[src/rtl/spawn_pkg.sv]
// spawn_pkg: shared slot state encoding and off-screen defaults for the spawner pool
package spawn_pkg;
  typedef enum logic {IDLE, MOVE} slot_state_e;
  localparam int HOFF_DEF = 1000;
  localparam int VOFF_DEF = 1000;
endpackage

[src/rtl/spawn_slot.sv]
// spawn_slot: single object FSM with exact linear interpolation from src to dst
module spawn_slot import spawn_pkg::*; #(
  parameter int HWIDTH    = 11,
  parameter int VWIDTH    = 11,
  parameter int STEP_LOG2 = 5,
  parameter int HOFF      = HOFF_DEF,
  parameter int VOFF      = VOFF_DEF
) (
  input  logic                     clk,
  input  logic                     rst,
  input  logic                     tick,
  input  logic                     load,
  input  logic                     kill,
  input  logic signed [HWIDTH-1:0] hsrc,
  input  logic signed [VWIDTH-1:0] vsrc,
  input  logic signed [HWIDTH-1:0] hdst,
  input  logic signed [VWIDTH-1:0] vdst,
  output logic signed [HWIDTH-1:0] hoffset,
  output logic signed [VWIDTH-1:0] voffset,
  output logic                     active,
  output logic                     done
);
  localparam int HPW = HWIDTH + STEP_LOG2 + 2;
  localparam int VPW = VWIDTH + STEP_LOG2 + 2;
  localparam logic [STEP_LOG2:0] KLAST = {1'b1, {STEP_LOG2{1'b0}}};
  slot_state_e state_q;
  logic signed [HWIDTH-1:0] hsrc_q, hoff_q, hnext;
  logic signed [VWIDTH-1:0] vsrc_q, voff_q, vnext;
  logic signed [HWIDTH:0] hdelta_q;
  logic signed [VWIDTH:0] vdelta_q;
  logic [STEP_LOG2:0] k_q, kp1;
  logic done_q;
  logic signed [HPW-1:0] hprod, hsh;
  logic signed [VPW-1:0] vprod, vsh;
  assign kp1 = k_q + (STEP_LOG2+1)'(1);
  assign hprod = {{(STEP_LOG2+1){hdelta_q[HWIDTH]}}, hdelta_q} * {{(HWIDTH+1){1'b0}}, kp1};
  assign vprod = {{(STEP_LOG2+1){vdelta_q[VWIDTH]}}, vdelta_q} * {{(VWIDTH+1){1'b0}}, kp1};
  assign hsh = hprod >>> STEP_LOG2;
  assign vsh = vprod >>> STEP_LOG2;
  assign hnext = hsrc_q + hsh[HWIDTH-1:0];
  assign vnext = vsrc_q + vsh[VWIDTH-1:0];
  always_ff @(posedge clk) begin
    if (rst) begin
      state_q  <= IDLE;
      hsrc_q   <= '0;
      vsrc_q   <= '0;
      hdelta_q <= '0;
      vdelta_q <= '0;
      k_q      <= '0;
      hoff_q   <= HWIDTH'(HOFF);
      voff_q   <= VWIDTH'(VOFF);
      done_q   <= 1'b0;
    end else begin
      done_q <= 1'b0;
      if (load) begin
        state_q  <= MOVE;
        hsrc_q   <= hsrc;
        vsrc_q   <= vsrc;
        hdelta_q <= {hdst[HWIDTH-1], hdst} - {hsrc[HWIDTH-1], hsrc};
        vdelta_q <= {vdst[VWIDTH-1], vdst} - {vsrc[VWIDTH-1], vsrc};
        k_q      <= '0;
        hoff_q   <= hsrc;
        voff_q   <= vsrc;
      end else if (state_q == MOVE && (kill || (tick && k_q == KLAST))) begin
        state_q <= IDLE;
        hoff_q  <= HWIDTH'(HOFF);
        voff_q  <= VWIDTH'(VOFF);
        done_q  <= ~kill;
      end else if (state_q == MOVE && tick) begin
        k_q    <= kp1;
        hoff_q <= hnext;
        voff_q <= vnext;
      end
    end
  end
  assign hoffset = hoff_q;
  assign voffset = voff_q;
  assign active  = state_q == MOVE;
  assign done    = done_q;
endmodule

[src/rtl/spawn_pool.sv]
// spawn_pool: NSLOT concurrent spawners with lowest-free slot allocation
module spawn_pool import spawn_pkg::*; #(
  parameter int HWIDTH    = 11,
  parameter int VWIDTH    = 11,
  parameter int NSLOT     = 4,
  parameter int STEP_LOG2 = 5,
  parameter int HOFF      = HOFF_DEF,
  parameter int VOFF      = VOFF_DEF,
  localparam int SW       = NSLOT > 1 ? $clog2(NSLOT) : 1
) (
  input  logic                     clk,
  input  logic                     rst,
  input  logic                     tick,
  input  logic                     req,
  input  logic [HWIDTH-1:0]        req_hsrc,
  input  logic [VWIDTH-1:0]        req_vsrc,
  input  logic [HWIDTH-1:0]        req_hdst,
  input  logic [VWIDTH-1:0]        req_vdst,
  output logic                     req_ready,
  output logic [SW-1:0]            req_slot,
  input  logic [NSLOT-1:0]         kill,
  output logic [NSLOT*HWIDTH-1:0]  hoffset,
  output logic [NSLOT*VWIDTH-1:0]  voffset,
  output logic [NSLOT-1:0]         active,
  output logic [NSLOT-1:0]         done
);
  logic [SW-1:0] free_idx;
  logic accept;
  always_comb begin
    free_idx = '0;
    for (int i = NSLOT-1; i >= 0; i--) if (!active[i]) free_idx = SW'(i);
  end
  assign req_ready = ~&active;
  assign req_slot  = free_idx;
  assign accept    = req && req_ready;
  for (genvar g = 0; g < NSLOT; g++) begin : g_slot
    spawn_slot #(
      .HWIDTH(HWIDTH), .VWIDTH(VWIDTH), .STEP_LOG2(STEP_LOG2), .HOFF(HOFF), .VOFF(VOFF)
    ) u_slot (
      .clk(clk),
      .rst(rst),
      .tick(tick),
      .load(accept && free_idx == SW'(g)),
      .kill(kill[g]),
      .hsrc(req_hsrc),
      .vsrc(req_vsrc),
      .hdst(req_hdst),
      .vdst(req_vdst),
      .hoffset(hoffset[g*HWIDTH +: HWIDTH]),
      .voffset(voffset[g*VWIDTH +: VWIDTH]),
      .active(active[g]),
      .done(done[g])
    );
  end
endmodule

[config.mk]
export PLATFORM = sky130hd
export DESIGN_NAME = spawn_pool
export DESIGN_NICKNAME = d
export VERILOG_FILES = /design/src/rtl/spawn_pkg.sv /design/src/rtl/spawn_slot.sv /design/src/rtl/spawn_pool.sv
export SDC_FILE = /design/constraint.sdc
export NUM_CORES = 2
export LEC_CHECK = 0
export ABC_AREA = 1
export CAP_MARGIN = 20
export CORE_UTILIZATION = 55
export CTS_CLUSTER_SIZE = 24
export DETAILED_ROUTE_END_ITERATION = 10
export PLACE_DENSITY_LB_ADDON = 0.1
export SLEW_MARGIN = 5
export SYNTH_ARGS = -nofsm -noshare
export SYNTH_HDL_FRONTEND = slang
export SYNTH_SLANG_ARGS = --single-unit
export TNS_END_PERCENT = 100
[constraint.sdc]
create_clock -name clk -period 7.55 [get_ports clk]
set_input_delay 1.51 -clock clk [delete_from_list [all_inputs] [get_ports clk]]
set_output_delay 1.51 -clock clk [all_outputs]
set_load 0.03 [all_outputs]
==> reports/results.md <==
- 0 — mux share of post-synthesis cell area
- 0 — EDFF count, synth
- 1.25 ns — Worst Tran Pin Value
- 0.0374 — fraction of final layout cells sized beyond drive strength 1
- sky130_fd_sc_hd__dfxtp_1 — most common flop cell mapped by yosys
- 8.03 ns — CP required
- 151 — number of ports placed on the die boundary
- 0 ns — Total Negative Setup Slacks
- 0.329 — Total GRT Usage
- 304 — flop and latch count out of synthesis
- 0.716 ns — final worst setup slack
- sky130_fd_sc_hd__inv_1, sky130_fd_sc_hd__nand2_1, sky130_fd_sc_hd__nor2_1 — commonest non-fill, non-tap cells in the layout
- 146 MHz — highest clock rate
- sky130_fd_sc_hd__inv_1 — most common cell after layout, fill and taps aside
- 11.6% — area overhead of the layout relative to synthesis
- 6.83 ns — fin crit period
- 7 — antenna violations before repair
- 0.0439 — XOR/XNOR share of the synthesized area
- 0 — number of DRC violations after detailed routing
- 0 — maximum capacitance violations
- g_slot[1].u_slot.k_q[0] — Reg2Reg Launch Point
- 28989 — vias in the first global route
- 3.31 mW — internal power
- 19.8 nW — Pleak
- 159 mm — global-route wire length before repair
- built — TritonCTS clock tree
- 0 — share of flip-flops with an asynchronous set or reset
- 0.905 — crit share post-route
- 4579 — cell count after synthesis
- 0 — synth warn
- 0.162 — max_slew headroom
- no — unrepaired setup endpoints after global routing
- 0 — number of buffers inserted for hold repair after clock tree synthesis
- 33500 um2 — mapped cell area
- 29 — number of cells on the worst reg-to-reg path
- reg2reg — min-delay worst type
- 48 — number of unique standard cell types used by synthesis
- 0.207 — part of the total power dissipated in combinational logic
- 249 um — Die H
- g_slot[1].u_slot.hoffset[8] — terminus of the critical flop-to-flop path
- 0.941 — gpl congestion
- 5 — number of search-and-repair iterations in the first detailed-routing pass
- 150 — Port-buffer cells
- 78.2 mm — DP Wirelength
- 0 — DRT antenna net count
- 131 nW/um2 — total power density per cell area
- 0.58 ns — insertion delay to the later sink of the worst-skew pair
- 0.437 — clock network fraction of design power
- 0.337 — adder-cell share of the synthesized area
- 0.146 mV — worst vdd ir
- 62000 um2 — DIE AREA
- 18.4 um — routed wire length per instance
- 41 — cts bufs inserted
- 249 um — die outline width
- 0.536 ns — Post-Place Worst Slack
- 2 — number of instances on the worst hold path
- 0.355 — Seq pwr share
- 0.468 ns — Worst Hold Margin
- 1.58 mW — NetSw
- 0.193 — synthesized-area fraction occupied by and/or/nand/nor cells
- 101 mm — Routed Wire Length
- 304 — CTS sink cnt
- 5327 — syn_nets
- flip-flop — crit path launch type
- 0.72 ns — flop2flop setup slack
- reg2reg — critical path class
- 0.70 ns — Max stage delay on crit path
- sky130_fd_sc_hd__clkbuf_16 — root buffer selected by CTS
- 2218 — violation count after the first detailed-route iteration
- 60400 um2 — floorplan core area
- 3 — Max Buffers Root-to-Sink
- 0 — global route overflow
- 5590 — Fill cells
- 90 — placement row count
- 7.33 um2 — post-synthesis area per instance
- 23 — maximum net fanout on the critical path
- 68 — pin count of the biggest net entering global routing
- 0.115 — compound-cell area share of the yosys netlist
- 0.06 ns — Clock Pin Slew Worst Setup and Hold Paths
- 5445 — Nets
- sky130_fd_sc_hd__inv_1 — cell seen most often among critical-path stages
- 29966 — total vias in the final route
- 7.31 ns — data arrival at the endpoint of the critical path
- completed — outcome
- 0 — number of max-slew violations in the final report
- g_slot[0].u_slot.vsrc_q[0] — Worst Hold Endpoint
- 0 — number of hold violations in the final report
- flip-flop — Crit. End Element
- 0.556 — starting density of the core
- 2 — H-tree Lvls
- 5.44 — Via-to-Cell Ratio
- 0.323 — switching fraction of total power
- g_slot[0].u_slot.vsrc_q[0] — hold wc startpoint
- adder cells — largest family of logic cells by synthesized area
- sky130_fd_sc_hd__ha_1 — critical path's slowest cell
- 0.0309 ns — final clock skew
- 0.181 — sequential element share of the synthesized area
- 0 — total setup violations reported at the end of the flow
[stage by stage]
step	util	total power [mW]	std cells	cell area, um2
after floorplan	-	2.34	4579	33500
after CTS	0.620	4.90	5509	37400
after global routing	0.620	5.05	5512	37400
after global placement	0.595	2.76	5432	35900
after detailed placement	0.595	2.77	5433	35900
final	0.620	4.89	5513	37400
[registers in the layout (all words and copies together), names as in the netlist]
signal	flops
g_slot.u_slot.active	4
g_slot.u_slot.done	4
g_slot.u_slot.hdelta_q	48
g_slot.u_slot.hoffset	44
g_slot.u_slot.hsrc_q	44
g_slot.u_slot.k_q	24
g_slot.u_slot.vdelta_q	48
g_slot.u_slot.voffset	44
g_slot.u_slot.vsrc_q	44
[worst max-delay path: cells and delay by family (launching register included)]
kind,cells,cell delay (ns)
adders and majority gates,7,3.32
AOI/OAI and AO/OA,7,1.39
buffers and inverters,7,0.59
DFF,1,0.54
and+or+nand+nor,6,0.53
xor gates and xnor gates,2,0.37
[final cells by class]
cell class,count,area (um2),share of cell area
Multi-Input combinational cell,3133,23200,0.618
Sequential cell,304,6090,0.163
Inverter,1010,3800,0.101
Timing Repair Buffer,207,1950,0.0521
Clock buffer,59,1240,0.0330
Tap cell,782,978,0.0261
Clock inverter,17,240,0.00641
Antenna cell,1,2.50,0.0000668
[worst max-delay path by stage]
stage,from,end,slack (ns),cells after the start
floorplan,g_slot[2].u_slot.k_q[0],g_slot[2].u_slot.voffset[8],1.25,34
global placement,g_slot[3].u_slot.k_q[0],g_slot[3].u_slot.voffset[8],0.56,29
detailed placement,g_slot[3].u_slot.k_q[0],g_slot[3].u_slot.hoffset[10],0.54,34
CTS,g_slot[3].u_slot.k_q[0],g_slot[3].u_slot.hoffset[10],0.50,34
global route,g_slot[0].u_slot.k_q[0],g_slot[0].u_slot.voffset[10],0.17,32
finish,g_slot[1].u_slot.k_q[0],g_slot[1].u_slot.hoffset[8],0.72,29
[power groups by stage]
| stage | Clock (mW) | Sequential (mW) | Combinational, mW |
|---|---|---|---|
| finish | 2.14 | 1.74 | 1.02 |
| global route | 2.22 | 1.75 | 1.09 |
| CTS | 2.16 | 1.74 | 1.00 |
| detailed placement | 0 | 1.77 | 0.995 |
| global placement | 0 | 1.77 | 0.987 |
| floorplan | 0 | 1.81 | 0.529 |
[cells in the mapped netlist, types with 8 or more instances]
library cell               count  area share
sky130_fd_sc_hd__a31oi_1      38      0.0071
sky130_fd_sc_hd__a21oi_1     198       0.030
sky130_fd_sc_hd__clkbuf_1     96       0.011
sky130_fd_sc_hd__o22ai_1      93       0.017
sky130_fd_sc_hd__inv_2        19      0.0021
sky130_fd_sc_hd__nand3b_1     14      0.0031
sky130_fd_sc_hd__a211oi_1     11      0.0025
sky130_fd_sc_hd__a21o_1       23      0.0051
sky130_fd_sc_hd__nand3_1     161       0.024
sky130_fd_sc_hd__o311ai_0     11      0.0029
sky130_fd_sc_hd__fa_1        346        0.21
sky130_fd_sc_hd__ha_1        350        0.13
sky130_fd_sc_hd__o31ai_1      16      0.0036
sky130_fd_sc_hd__nor2_1      562       0.063
sky130_fd_sc_hd__dfxtp_1     304        0.18
sky130_fd_sc_hd__o221ai_1     20      0.0052
sky130_fd_sc_hd__xnor2_1      67       0.017
sky130_fd_sc_hd__buf_4        14      0.0031
sky130_fd_sc_hd__a22o_1        8      0.0021
sky130_fd_sc_hd__o21ai_0     185       0.028
sky130_fd_sc_hd__o21ai_1      13      0.0019
sky130_fd_sc_hd__buf_2        20      0.0030
sky130_fd_sc_hd__xor2_1      101       0.026
sky130_fd_sc_hd__nand4_1      23      0.0043
sky130_fd_sc_hd__nand2_1     802       0.090
sky130_fd_sc_hd__o21bai_1     12      0.0027
sky130_fd_sc_hd__nor3_1       31      0.0046
sky130_fd_sc_hd__o211ai_1     10      0.0022
sky130_fd_sc_hd__inv_1       987        0.11
[metal layers]
| layer | vias up | global-route usage | wire length, um |
|---|---|---|---|
| met2 | 973 | 0.528 | 45000 |
| met1 | 14304 | 0.439 | 43300 |
| met3 | 186 | 0.0502 | 7800 |
| met4 | 2 | 0.149 | 5100 |
| li1 | 14501 | - | - |
| met5 | - | 0 | 11 |
[kinds of logic after synthesis]
logic type,Yosys count
buffers and inverters,1142
flip-flops,304
XOR/XNOR,168
adder cells (fa/ha/maj),696
AO/OA/AOI/OAI,658
AND/OR/NAND/NOR,1611
[repair_timing]
action / 4_1_cts / 5_1_grt
endpoints found under the setup margin: 0 / 4
buffers inserted: 0 / 3
gates resized for setup: 0 / 3
Note: power is estimated with default switching activity, not from simulation.
